--- src/rtl/truth_table_engine.sv ---
// Programmable truth-table evaluator.
// Holds a 2^N_IN-bit table that can be reloaded at run time, evaluates single
// input vectors through a one-entry registered output, and can sweep every
// input combination while counting how many of them evaluate to 1.
//
// Handshakes: every channel (cfg, in, out) transfers a beat on a rising clock
// edge where valid and ready are both high. A valid is held until it is taken;
// ready may depend combinationally on the other side's valid in this block
// (cfg_valid and sweep_start mask in_ready so config always wins).
module truth_table_engine #(
    parameter int                   N_IN    = 3,
    parameter logic [(1<<N_IN)-1:0] TT_INIT = 8'h40
) (
    input  logic                  clk,
    input  logic                  rst_n,
    input  logic                  cfg_valid,
    output logic                  cfg_ready,
    input  logic [(1<<N_IN)-1:0]  cfg_data,
    input  logic                  in_valid,
    output logic                  in_ready,
    input  logic [N_IN-1:0]       in_bits,
    output logic                  out_valid,
    input  logic                  out_ready,
    output logic                  out_bit,
    output logic [N_IN-1:0]       out_tag,
    input  logic                  sweep_start,
    output logic                  sweep_busy,
    output logic                  sweep_done,
    output logic [N_IN:0]         ones_count
);

    localparam logic [N_IN-1:0] IDX_LAST = {N_IN{1'b1}};

    typedef enum logic {
        IDLE  = 1'b0,
        SWEEP = 1'b1
    } state_t;

    state_t               state;
    logic [(1<<N_IN)-1:0] tt;
    logic [N_IN-1:0]      idx;
    logic [N_IN:0]        count;
    logic                 issued_last;

    logic out_free;
    logic cfg_fire;
    logic in_fire;
    logic start_fire;
    logic sweep_load;
    logic sweep_end;
    logic in_lookup;
    logic idx_lookup;

    // Handshake qualifiers and table lookups. The table MSB belongs to input
    // vector 0, so the bit index for vector v is (2^N_IN-1-v), i.e. ~v.
    always_comb begin
        out_free   = !out_valid || out_ready;
        cfg_ready  = (state == IDLE) && !out_valid;
        in_ready   = (state == IDLE) && !cfg_valid && !sweep_start && out_free;
        cfg_fire   = cfg_valid && cfg_ready;
        in_fire    = in_valid && in_ready;
        start_fire = (state == IDLE) && sweep_start && !cfg_valid && !out_valid;
        sweep_load = (state == SWEEP) && out_free && !issued_last;
        sweep_end  = (state == SWEEP) && issued_last && out_valid && out_ready;
        in_lookup  = tt[~in_bits];
        idx_lookup = tt[~idx];
    end

    // Control FSM, table register, output register and sweep bookkeeping.
    always_ff @(posedge clk or negedge rst_n) begin
        if (!rst_n) begin
            state       <= IDLE;
            tt          <= TT_INIT;
            idx         <= '0;
            count       <= '0;
            issued_last <= 1'b0;
            out_valid   <= 1'b0;
            out_bit     <= 1'b0;
            out_tag     <= '0;
            sweep_busy  <= 1'b0;
            sweep_done  <= 1'b0;
            ones_count  <= '0;
        end else begin
            sweep_done <= 1'b0;
            if (out_valid && out_ready) begin
                out_valid <= 1'b0;
            end
            case (state)
                IDLE: begin
                    if (cfg_fire) begin
                        tt <= cfg_data;
                    end else if (in_fire) begin
                        out_valid <= 1'b1;
                        out_bit   <= in_lookup;
                        out_tag   <= in_bits;
                    end else if (start_fire) begin
                        state       <= SWEEP;
                        sweep_busy  <= 1'b1;
                        idx         <= '0;
                        count       <= '0;
                        issued_last <= 1'b0;
                    end
                end
                SWEEP: begin
                    if (sweep_load) begin
                        out_valid <= 1'b1;
                        out_bit   <= idx_lookup;
                        out_tag   <= idx;
                        count     <= count + {{N_IN{1'b0}}, idx_lookup};
                        // idx parks on the last vector; issued_last stops reloads.
                        if (idx == IDX_LAST) begin
                            issued_last <= 1'b1;
                        end else begin
                            idx <= idx + 1'b1;
                        end
                    end
                    if (sweep_end) begin
                        state      <= IDLE;
                        sweep_busy <= 1'b0;
                        sweep_done <= 1'b1;
                        ones_count <= count;
                    end
                end
                default: state <= IDLE;
            endcase
        end
    end

endmodule

--- config.mk ---
export PLATFORM = sky130hd
export DESIGN_NAME = truth_table_engine
export DESIGN_NICKNAME = d
export VERILOG_FILES = /design/src/rtl/truth_table_engine.sv
export SDC_FILE = /design/constraint.sdc
export NUM_CORES = 1
export LEC_CHECK = 0
export ABC_CLOCK_PERIOD_IN_PS = 3900
export CORE_AREA = 2 2 65 48
export CTS_CLUSTER_SIZE = 20
export DETAILED_ROUTE_END_ITERATION = 10
export DIE_AREA = 0 0 67 50
export GPL_ROUTABILITY_DRIVEN = 0
export PLACE_DENSITY = 0.85
export SKIP_CTS_REPAIR_TIMING = 1
export SYNTH_ARGS = -nofsm -noshare
export SYNTH_HDL_FRONTEND = slang
export SYNTH_SLANG_ARGS = --single-unit
--- constraint.sdc ---
create_clock -name clk -period 3.9 [get_ports clk]
set_input_delay 0.975 -clock clk [delete_from_list [all_inputs] [get_ports clk]]
set_output_delay 0.975 -clock clk [all_outputs]
set_load 0.03 [all_outputs]
======== Yosys cells after proc, flatten, opt, wreduce, memory -nomap -nowiden ========
Index checks and enable logic that the tools add are counted.
operators by class
  bitwise operators ....................... 3
  magnitude comparators ................... 2
  equal/unequal tests ..................... 9
  mux-type cells .......................... 46
  add/subtract/negate cells ............... 2
  reduce and logical (&&, ||, !) cells .... 27
operator list
  cell                 number
  $mux 1               24
  $mux 3               8
  $mux 4               4
  $logic_and 1x1->1    15
  $pmux 3 s2           2
  $ne 2x2->1 const B   5
  $pmux 1 s2           5
  $reduce_and 5->1     2
  $lt 3x4->1 const B   2
  $pmux 4 s2           1
  $reduce_and 4->1     2
  $bmux 1 s3           2
  $ne 2x1->1 const B   3
  $not 3->3            2
  $add 4x1->4          1
  $logic_not 1->1      4
  $reduce_and 2->1     2
  $add 3x1->3 const B  1
  $eq 3x3->1 const B   1
  $reduce_and 3->1     1
  $logic_or 1x1->1     1
  $not 1->1            1
storage, ports and cells
  bits in registers ....................... 28
  word-level logic and storage cells ...... 100
  input port bits ......................... 17

======== Longest topological paths before layout ========
  depth in word-level cells ............... 8
  mapped depth ............................ 7
  gate-level depth less buffers ........... 7

======== Worst setup path before layout ========
OpenSTA, ideal clock, no wires.
  kind .................................... input to output
  start ................................... in cfg_valid
  end ..................................... out in_ready
  cell stages on the path ................. 1
  required time ........................... 2.925 ns
  slack ................................... 0.959 ns
  data arrival time ....................... 1.966 ns
  path through ............................ nor4_1
between the ends
  word-level cells in the longest chain between the ends .. 4
RTL lines
  item                            line  text
  start: declaration              16    input logic cfg_valid,
  $logic_not 1->1                 59    in_ready = (state == IDLE) && !cfg_valid && !sweep_start && out_free;
  $logic_and 1x1->1 (3 in a row)  59
  end: declaration                20    output logic in_ready,
No other way between the ends.

======== Final worst setup path ========
Ends and elaborated chain as after synthesis.

==> run summary <==
Hold depth: 1
Gate Count Post-Synth: 112
Initial core utilization: 51.15%
Largest net degree at the start of global routing: 29
Worst Hold Endpoint: sweep_busy
WL final: 2687 um
Die W: 67 um
Syn Area/Cell: 12.43 um2
Design area: 0.001797 mm2
Drt pass-1 iters: 4
Vias in the first global route: 1,000
Clock slew at reported path FFs: 0.09 ns
MaxCap Viol Count: 0
Slew HR: 56.06%
R2R Path Start: idx[0]
CP Launch Type: input port
First-pass GRT wire length: 4567 um
Fin. max-slew vios: 0
Critical Path Sink Type: primary output
Synth Warn #: 0
Diode count: 0
Critical path type: input port to primary output
Placed cells: 176
IO Port Bufs: 29
Worst hold path type: register to register
Synth area leaders: dfrtp_1, mux2_1, nand2_1, mux4_1, a22o_1
Nets: 166
Worst skew pair latency: 0.27 ns
WP data required: 2.92 ns
Yosys cell types: 34
Lkg Pwr: 0.8031 nW
Worst vdd ir: 0.3741 mV
H-tree depth: 1
Drt via density: 5.461
Arrival time worst endpoint: 2.57 ns
Final instance count without filler cells: 180
Post-route ant nets: 0
Final hold vios: 0
Final-report setup violation count: 0
Mapped Nets: 133
1st-iter DRT viols: 24
Area share of the largest cell type after synthesis: 48.52%
Number of CTS-inserted buffers: 3
DRC: 0
Status: finished clean
Crit path time final: 3.540 ns
Yosys top cell by area: dfrtp_1
Row Count: 16
FF-to-FF path depth: 7
Post-DP Area: 0.001725 mm2
Initial antenna violation count: 0
Hold WS: 0.4795 ns
Fillers: 204
Worst-path fanout max: 4
Worst flop-to-flop path endpoint: count[2]
DIE HEIGHT: 50 um
Fraction of layout instances using a drive strength above 1: 11.81%
I/O pin count: 30
Setup TNS: 0 ns
Pre-CTS setup slack: 0.3584 ns
CORE AREA: 0.002723 mm2
Post-Syn Area: 0.001393 mm2
Global-route usage over all layers: 18.09%
Final worst slack: 0.3598 ns
GR Overflow Total: 0
#FFs+latches synth: 28
Unrepaired setup endpoints after global routing: false
Worst Max-Slew Pin Slew: 0.6591 ns
CTS sink cnt: 28
Dpl hpwl: 2159 um
Final Skew: 0.004873 ns
Die Footprint: 0.003350 mm2
Fin crit share: 90.78%
Reg-to-reg setup timing slack: 1.53 ns
Pwr Density: 805.8 mW/mm2
TritonCTS clock tree: built
Growth of design area from synthesis to finish: 29.02%
Seq/Total Area, Yosys: 50.40%
Max Root-Sink Buffers: 2
CTS Root Cell: clkbuf_8
Routed len/inst: 14.93 um
Worst hold start: sweep_busy
Via count: 983
Max Freq: 282.5 MHz
==> synthesized netlist by cell type <==
cell type,number
a21o_1,3
a21oi_1,2
a22o_1,6
a22oi_2,1
and2_1,1
and2b_1,1
buf_2,2
dfrtp_1,27
dfstp_2,1
ha_1,4
inv_1,2
inv_2,1
mux2_1,8
mux2_2,1
mux2_4,1
mux2i_1,4
mux4_1,2
mux4_2,2
nand2_1,15
nand2b_1,2
nand3_1,1
nand4_1,1
nor2_1,5
nor2_2,1
nor2b_1,3
nor3_1,1
nor3_2,1
nor4_1,1
nor4b_4,2
o21ai_1,6
o21ai_2,1
o2bb2ai_1,1
o31ai_1,1
or3_1,1
==> cells in the final DEF, fill, tap and decap left out, types with 2 or more instances in the layout <==
cell              n
a21o_1            3
nand2b_1          2
dfrtp_1          27
clkbuf_8          3
a21oi_1           2
mux4_2            2
nor2_1            5
o21ai_1           6
nand2_1          15
a22o_1            6
mux2i_1           4
clkdlybuf4s50_1  29
nor4b_4           2
mux2_1            8
mux4_1            2
inv_1             2
nor2b_1           3
ha_1              4
==> sequential cells by signal, summed over array words and instances (netlist names), 3 cells and up <==
| register | cells |
|---|---|
| count | 4 |
| idx | 3 |
| ones_count | 4 |
| out_tag | 3 |
| tt | 8 |
==> stage by stage <==
step | utilization, % | power [mW]
after floorplan | - | 1.012
after global placement | 63.37 | 1.187
after detailed placement | 63.37 | 1.236
after CTS | 65.99 | 1.460
after global routing | 65.99 | 1.545
final | 65.99 | 1.448
==> metal layers <==
layer	up-vias	part of all wire [%]	wire [um]	global-route usage (%)
met5	-	0	0	0
li1	476	-	-	-
met4	0	1.2	31	3.061
met1	476	42	1121	21.69
met2	27	52	1407	32.67
met3	4	4.7	126	4.795
==> report_power, final <==
group          total (mW)  switching, mW  internal, mW  leakage (nW)
Sequential          0.562          0.138         0.424         0.345
Clock               0.223         0.0855         0.137        0.0357
Combinational       0.663          0.321         0.341         0.423
Total                1.45          0.545         0.903         0.803
==> cells by family after synthesis <==
kind of cell | synth area share, %
AO/OA/AOI/OAI | 10.96
adder cells (fa/ha/maj) | 3.594
buffers and inverters | 1.527
flip-flops | 50.40
multiplexers | 18.24
AND/OR/NAND/NOR | 15.28
==> layout make-up <==
cell class / instances / area, um2 / area share (%)
inverters: 3 / 11.26 / 0.6267
well taps: 36 / 45.04 / 2.507
repair buffers: 30 / 297.8 / 16.57
multi-input cells: 79 / 669.4 / 37.26
flip-flops and latches: 28 / 701.9 / 39.07
clock buffers: 3 / 41.29 / 2.298
clock inverters: 1 / 30.03 / 1.671
==> worst max-delay path by stage <==
stage	start	end	slack, ns
after floorplan	cfg_valid	in_ready	0.96
after global placement	cfg_valid	in_ready	0.44
final	cfg_valid	in_ready	0.36
after detailed placement	cfg_valid	in_ready	0.36
after global routing	cfg_valid	in_ready	0.34
after CTS	cfg_valid	in_ready	0.37
==> critical path, stage by stage <==
cell and delay, ns:
clkdlybuf4s50_1 0.55, nor4_1 0.32, clkdlybuf4s50_1 0.73
(Power assumes the default switching activity.)
